[config.mk]
export PLATFORM = sky130hd
export DESIGN_NAME = if_id
export DESIGN_NICKNAME = d
export VERILOG_FILES = /design/src/rtl/if_id.sv
export SDC_FILE = /design/constraint.sdc
export NUM_CORES = 1
export LEC_CHECK = 0
export CORE_MARGIN = 2
export CORE_UTILIZATION = 63
export CTS_CLUSTER_SIZE = 24
export DETAILED_ROUTE_END_ITERATION = 8
export DONT_BUFFER_PORTS = 1
export PLACE_DENSITY = 0.84
export SLEW_MARGIN = 5
export SYNTH_ARGS = -nofsm -noshare
export SYNTH_HDL_FRONTEND = slang
export SYNTH_SLANG_ARGS = --single-unit
[constraint.sdc]
create_clock -name CLK -period 1.33 [get_ports CLK]
set_input_delay 0.1995 -clock CLK [delete_from_list [all_inputs] [get_ports CLK]]
set_output_delay 0.1995 -clock CLK [all_outputs]
set_load 0.05 [all_outputs]
[src/rtl/if_id.sv]
// if_id: IF/ID pipeline register (PC, PC+2, instruction) with load enable; IF_ID_FLUSH_EN adds a Flush bubble input
module if_id #(
    parameter int WIDTH = 16
) (
    input  logic             CLK,
    input  logic             Reset,
    input  logic             RegWrite,
    input  logic [WIDTH-1:0] IPCP2,
    input  logic [WIDTH-1:0] IPC,
    input  logic [WIDTH-1:0] IIR,
`ifdef IF_ID_FLUSH_EN
    input  logic             Flush,
`endif
    output logic [WIDTH-1:0] OPCP2,
    output logic [WIDTH-1:0] OPC,
    output logic [WIDTH-1:0] OIR
);
    logic             flush;
    logic [WIDTH-1:0] pcp2_q, pc_q, ir_q;
    logic [WIDTH-1:0] pcp2_d, pc_d, ir_d;
`ifdef IF_ID_FLUSH_EN
    assign flush = Flush;
`else
    assign flush = 1'b0;
`endif
    // next state: flush inserts a zero bubble, else load when enabled, else hold
    always_comb begin
        pcp2_d = flush ? '0 : RegWrite ? IPCP2 : pcp2_q;
        pc_d   = flush ? '0 : RegWrite ? IPC   : pc_q;
        ir_d   = flush ? '0 : RegWrite ? IIR   : ir_q;
    end
    // state registers, cleared asynchronously by active-low Reset
    always_ff @(posedge CLK or negedge Reset) begin
        if (!Reset) begin
            pcp2_q <= '0;
            pc_q   <= '0;
            ir_q   <= '0;
        end else begin
            pcp2_q <= pcp2_d;
            pc_q   <= pc_d;
            ir_q   <= ir_d;
        end
    end
    assign OPCP2 = pcp2_q;
    assign OPC   = pc_q;
    assign OIR   = ir_q;
endmodule

==> results of run 1 <==
## cells by family after synthesis
| kind of cell | Yosys count | synth area share |
|---|---|---|
| DFF | 48 | 0.646 |
| muxes | 48 | 0.331 |
| buffers and inverters | 5 | 0.0235 |
## stage by stage
step | hold slack [ns] | worst slack, ns | instances | cell area [µm²] | utilization
after floorplan | -0.0961 | 0.336 | 101 | 1860 | -
after global placement | -0.0953 | 0.580 | 175 | 2220 | 0.797
after detailed placement | -0.0955 | 0.551 | 175 | 2220 | 0.797
==> impl_metrics.env, run 1 <==
export IMPL_ys_seq_elements=48
export IMPL_syn_instance_count=101
export IMPL_avgSynthCellArea_um2=18.4
export IMPL_start_util=0.669
export IMPL_synth_cell_type_count=5
export IMPL_synth_top_area_share=0.646
export IMPL_hpwl_um=2660
export IMPL_lastStage="clock tree synthesis (4_1_cts)"
export IMPL_fp_dieW_um=58.3
export IMPL_io_pins=99
export IMPL_yosysMostFrequentCell="dfrtp_1"
export IMPL_yosysWarnings=0
export IMPL_synth_enable_flop_cells=0
export IMPL_syn_area_um2=1860
export IMPL_status="did not finish"
export IMPL_cts_htree_levels=2
export IMPL_clock_sinks=48
export IMPL_synth_top_area_cell="dfrtp_1"
export IMPL_cts_made_buffers=5
export IMPL_synth_async_reset_ratio=1.00
export IMPL_ctsRootBufferMaster="clkbuf_4"
export IMPL_die_y_um=58.3
export IMPL_io_buffer_count=0
export IMPL_cts_hold_buf=75
export IMPL_rows=19
export IMPL_cts_path_max_buffers=2
export IMPL_ys_top_cells_by_area="dfrtp_1, mux2_2, mux2_4"
export IMPL_syn_num_nets=152
export IMPL_yosysSeqAreaShare=0.646
export IMPL_globalplace_congestion=0.675
export IMPL_ys_flop_type="dfrtp_1"
export IMPL_first_error="[ERROR DPL-0038] Utilization greater than 100%, impossible to legalize"
export IMPL_cts_setup_buffers=0
export IMPL_synth_commonest_cells="dfrtp_1, mux2_2, mux2_4, buf_6, buf_2"
export IMPL_cts_resized=0
==> run 2, diff against run 1 <==
--- a/config.mk
+++ b/config.mk
@@ -6,11 +6,10 @@
 export NUM_CORES = 1
 export LEC_CHECK = 0
 export CORE_MARGIN = 2
-export CORE_UTILIZATION = 63
-export CTS_CLUSTER_SIZE = 24
+export CORE_UTILIZATION = 40
 export DETAILED_ROUTE_END_ITERATION = 8
 export DONT_BUFFER_PORTS = 1
-export PLACE_DENSITY = 0.84
+export PLACE_DENSITY_LB_ADDON = 0.15
 export SLEW_MARGIN = 5
 export SYNTH_ARGS = -nofsm -noshare
 export SYNTH_HDL_FRONTEND = slang
==> run 2 against run 1 <==
  * The flow now finishes, with violations (negative hold slack)
  * Synthesized area unchanged
  * Synthesized cell count did not move
==> impl_metrics.env, run 2 <==
export IMPL_status="finished, violations left"
export IMPL_violations="negative hold slack"
export IMPL_share_comb_of_total_power=0.277
export IMPL_seqPwrFrac=0.476
export IMPL_post_route_util=0.528
export IMPL_die_area_um2=5210
export IMPL_grt_ovfl_total=0
export IMPL_dr_first_iter_drc_count=44
export IMPL_hold_viol=48
export IMPL_fin_tns_setup_ns=0
export IMPL_io_pins=99
export IMPL_p_sw_uw=1150
export IMPL_pwr_density_cell_nw_per_um2=1520
export IMPL_end_kind="primary output"
export IMPL_syn_instance_count=101
export IMPL_cts_made_buffers=5
export IMPL_drv_cap=0
export IMPL_layout_drive_gt1_share=0.671
export IMPL_yosysMostFrequentCell="dfrtp_1"
export IMPL_max_freq_ghz=0.925
export IMPL_path_depth=1
export IMPL_final_setup_skew_ns=0
export IMPL_cts_resized=0
export IMPL_ys_top_cells_by_area="dfrtp_1, mux2_2, mux2_4"
export IMPL_rows=24
export IMPL_drtAntennaViolNets=0
export IMPL_hold_path_class="input port to asynchronous set/reset pin"
export IMPL_ys_flop_type="dfrtp_1"
export IMPL_yosysSeqAreaShare=0.646
export IMPL_area_growth_syn_to_layout_pct=25.4
export IMPL_grt_max_degree=49
export IMPL_synth_commonest_cells="dfrtp_1, mux2_2, mux2_4, buf_6, buf_2"
export IMPL_start_util=0.421
export IMPL_post_route_min_period_ns=1.08
export IMPL_cp_top_family="flip-flops"
export IMPL_setup_violations=0
export IMPL_rr_worst_depth=1
export IMPL_track_usage=0.138
export IMPL_synth_enable_flop_cells=0
export IMPL_die_y_um=72.2
export IMPL_post_route_period_util=0.812
export IMPL_hpwl_um=2430
export IMPL_num_vias=1001
export IMPL_syn_num_nets=152
export IMPL_slowest_delay_ns=0.40
export IMPL_globalplace_congestion=0.752
export IMPL_ys_seq_elements=48
export IMPL_synth_cell_type_count=5
export IMPL_power_frac_clock=0.247
export IMPL_wl_per_cell_um=17.0
export IMPL_start_kind="register"
export IMPL_coreArea_um2=4410
export IMPL_rr_startpoint="OPC[4]"
export IMPL_fp_dieW_um=72.2
export IMPL_rsz0062_at_grt="no"
export IMPL_r2r_end="OPC[4]"
export IMPL_ctsRootBufferMaster="clkbuf_8"
export IMPL_tightest_slew_ns=0.152
export IMPL_synth_top_area_share=0.646
export IMPL_cts_tree="done"
export IMPL_io_buffer_count=0
export IMPL_antennaDiodeCount=0
export IMPL_grt_pass1_vias=1119
export IMPL_syn_area_um2=1860
export IMPL_drt_first_pass_iters=2
export IMPL_crit_slowest_cell="dfrtp_1"
export IMPL_cts_htree_levels=2
export IMPL_layout_common_cells="dfrtp_1, buf_4, mux2_2"
export IMPL_cts_setup_buffers=0
export IMPL_max_slew_margin=0.900
export IMPL_clock_sinks=48
export IMPL_avgSynthCellArea_um2=18.4
export IMPL_crit_arrival_ns=0.88
export IMPL_yosysWarnings=0
export IMPL_final_nets=202
export IMPL_report_final_slew_viol_count=0
export IMPL_p_leak_uw=0.00111
export IMPL_clkTransAtPathRegs_ns=0.08
export IMPL_r2r_slack_ns=0.55
export IMPL_whs_ns=-0.406
export IMPL_peakVddDrop_mv=0.653
export IMPL_antenna_found_initial=0
export IMPL_cts_path_max_buffers=2
export IMPL_critical_path_required_ns=1.13
export IMPL_grt_pass1_wl_um=5360
export IMPL_drc=0
export IMPL_crit_type="register to primary output"
export IMPL_critPathBufInv=1
export IMPL_synth_top_area_cell="dfrtp_1"
export IMPL_intPower_uw=2380
export IMPL_crit_chain="buf_4"
export IMPL_synth_async_reset_ratio=1.00
export IMPL_via_per_inst=4.91
export IMPL_nFillCells=377
export IMPL_worst_skew_pair_late_latency_ns=0.29
export IMPL_wirelength_um=3470
export IMPL_critPathMaxFanout=2
export IMPL_p_sw_frac=0.327
run 2: cell counts after synthesis:
No cell type changed its count.
run 2: cell type report:
cell class | count | area [µm²] | share of cell area
Sequential cell | 48 | 1200 | 0.515
Tap cell | 52 | 65.1 | 0.0279
Multi-Input combinational cell | 48 | 616 | 0.264
Timing Repair Buffer | 48 | 360 | 0.155
Clock buffer | 8 | 90.1 | 0.0386
run 2: worst max path at each step:
stage | from | endpoint
2_1_floorplan | OIR[10] | OIR[10]
3_3_place_gp | OPC[13] | OPC[13]
3_5_place_dp | OPC[3] | OPC[3]
4_1_cts | OPC[0] | OPC[0]
5_1_grt | OPCP2[4] | OPCP2[4]
6_report | OPCP2[12] | OPCP2[12]
run 2: metal layers:
metal | vias to the layer above | wire [µm] | GRT usage
li1 | 449 | - | -
met1 | 484 | 1390 | 0.163
met2 | 63 | 1600 | 0.214
met3 | 5 | 443 | 0.0764
met4 | 0 | 40 | 0.0440
met5 | - | 0 | 0
run 2: power by group through the flow:
stage | Combinational (µW) | Clock (µW) | Sequential, µW
2_1_floorplan | 224 | 0 | 2230
3_3_place_gp | 981 | 0 | 1700
3_5_place_dp | 986 | 0 | 1710
4_1_cts | 988 | 900 | 1680
5_1_grt | 1010 | 957 | 1700
6_report | 980 | 874 | 1680
run 2: metrics by stage:
step | std cells | setup WS (ns) | instance area, µm² | total power [µW]
global route | 204 | 0.209 | 2330 | 3670
floorplan | 101 | 0.336 | 1860 | 2450
detailed placement | 196 | 0.562 | 2240 | 2700
finish | 204 | 0.249 | 2330 | 3540
CTS | 204 | 0.239 | 2330 | 3570
global placement | 196 | 0.576 | 2240 | 2680
run 2: kinds of logic (layout without fill, tap and decap cells):
family / after synthesis / count (layout) / share of synthesized area
buf+inv: 5 / 56 / 0.0235
flops: 48 / 48 / 0.646
mux: 48 / 48 / 0.331
Power figures use the tool's default switching activity.
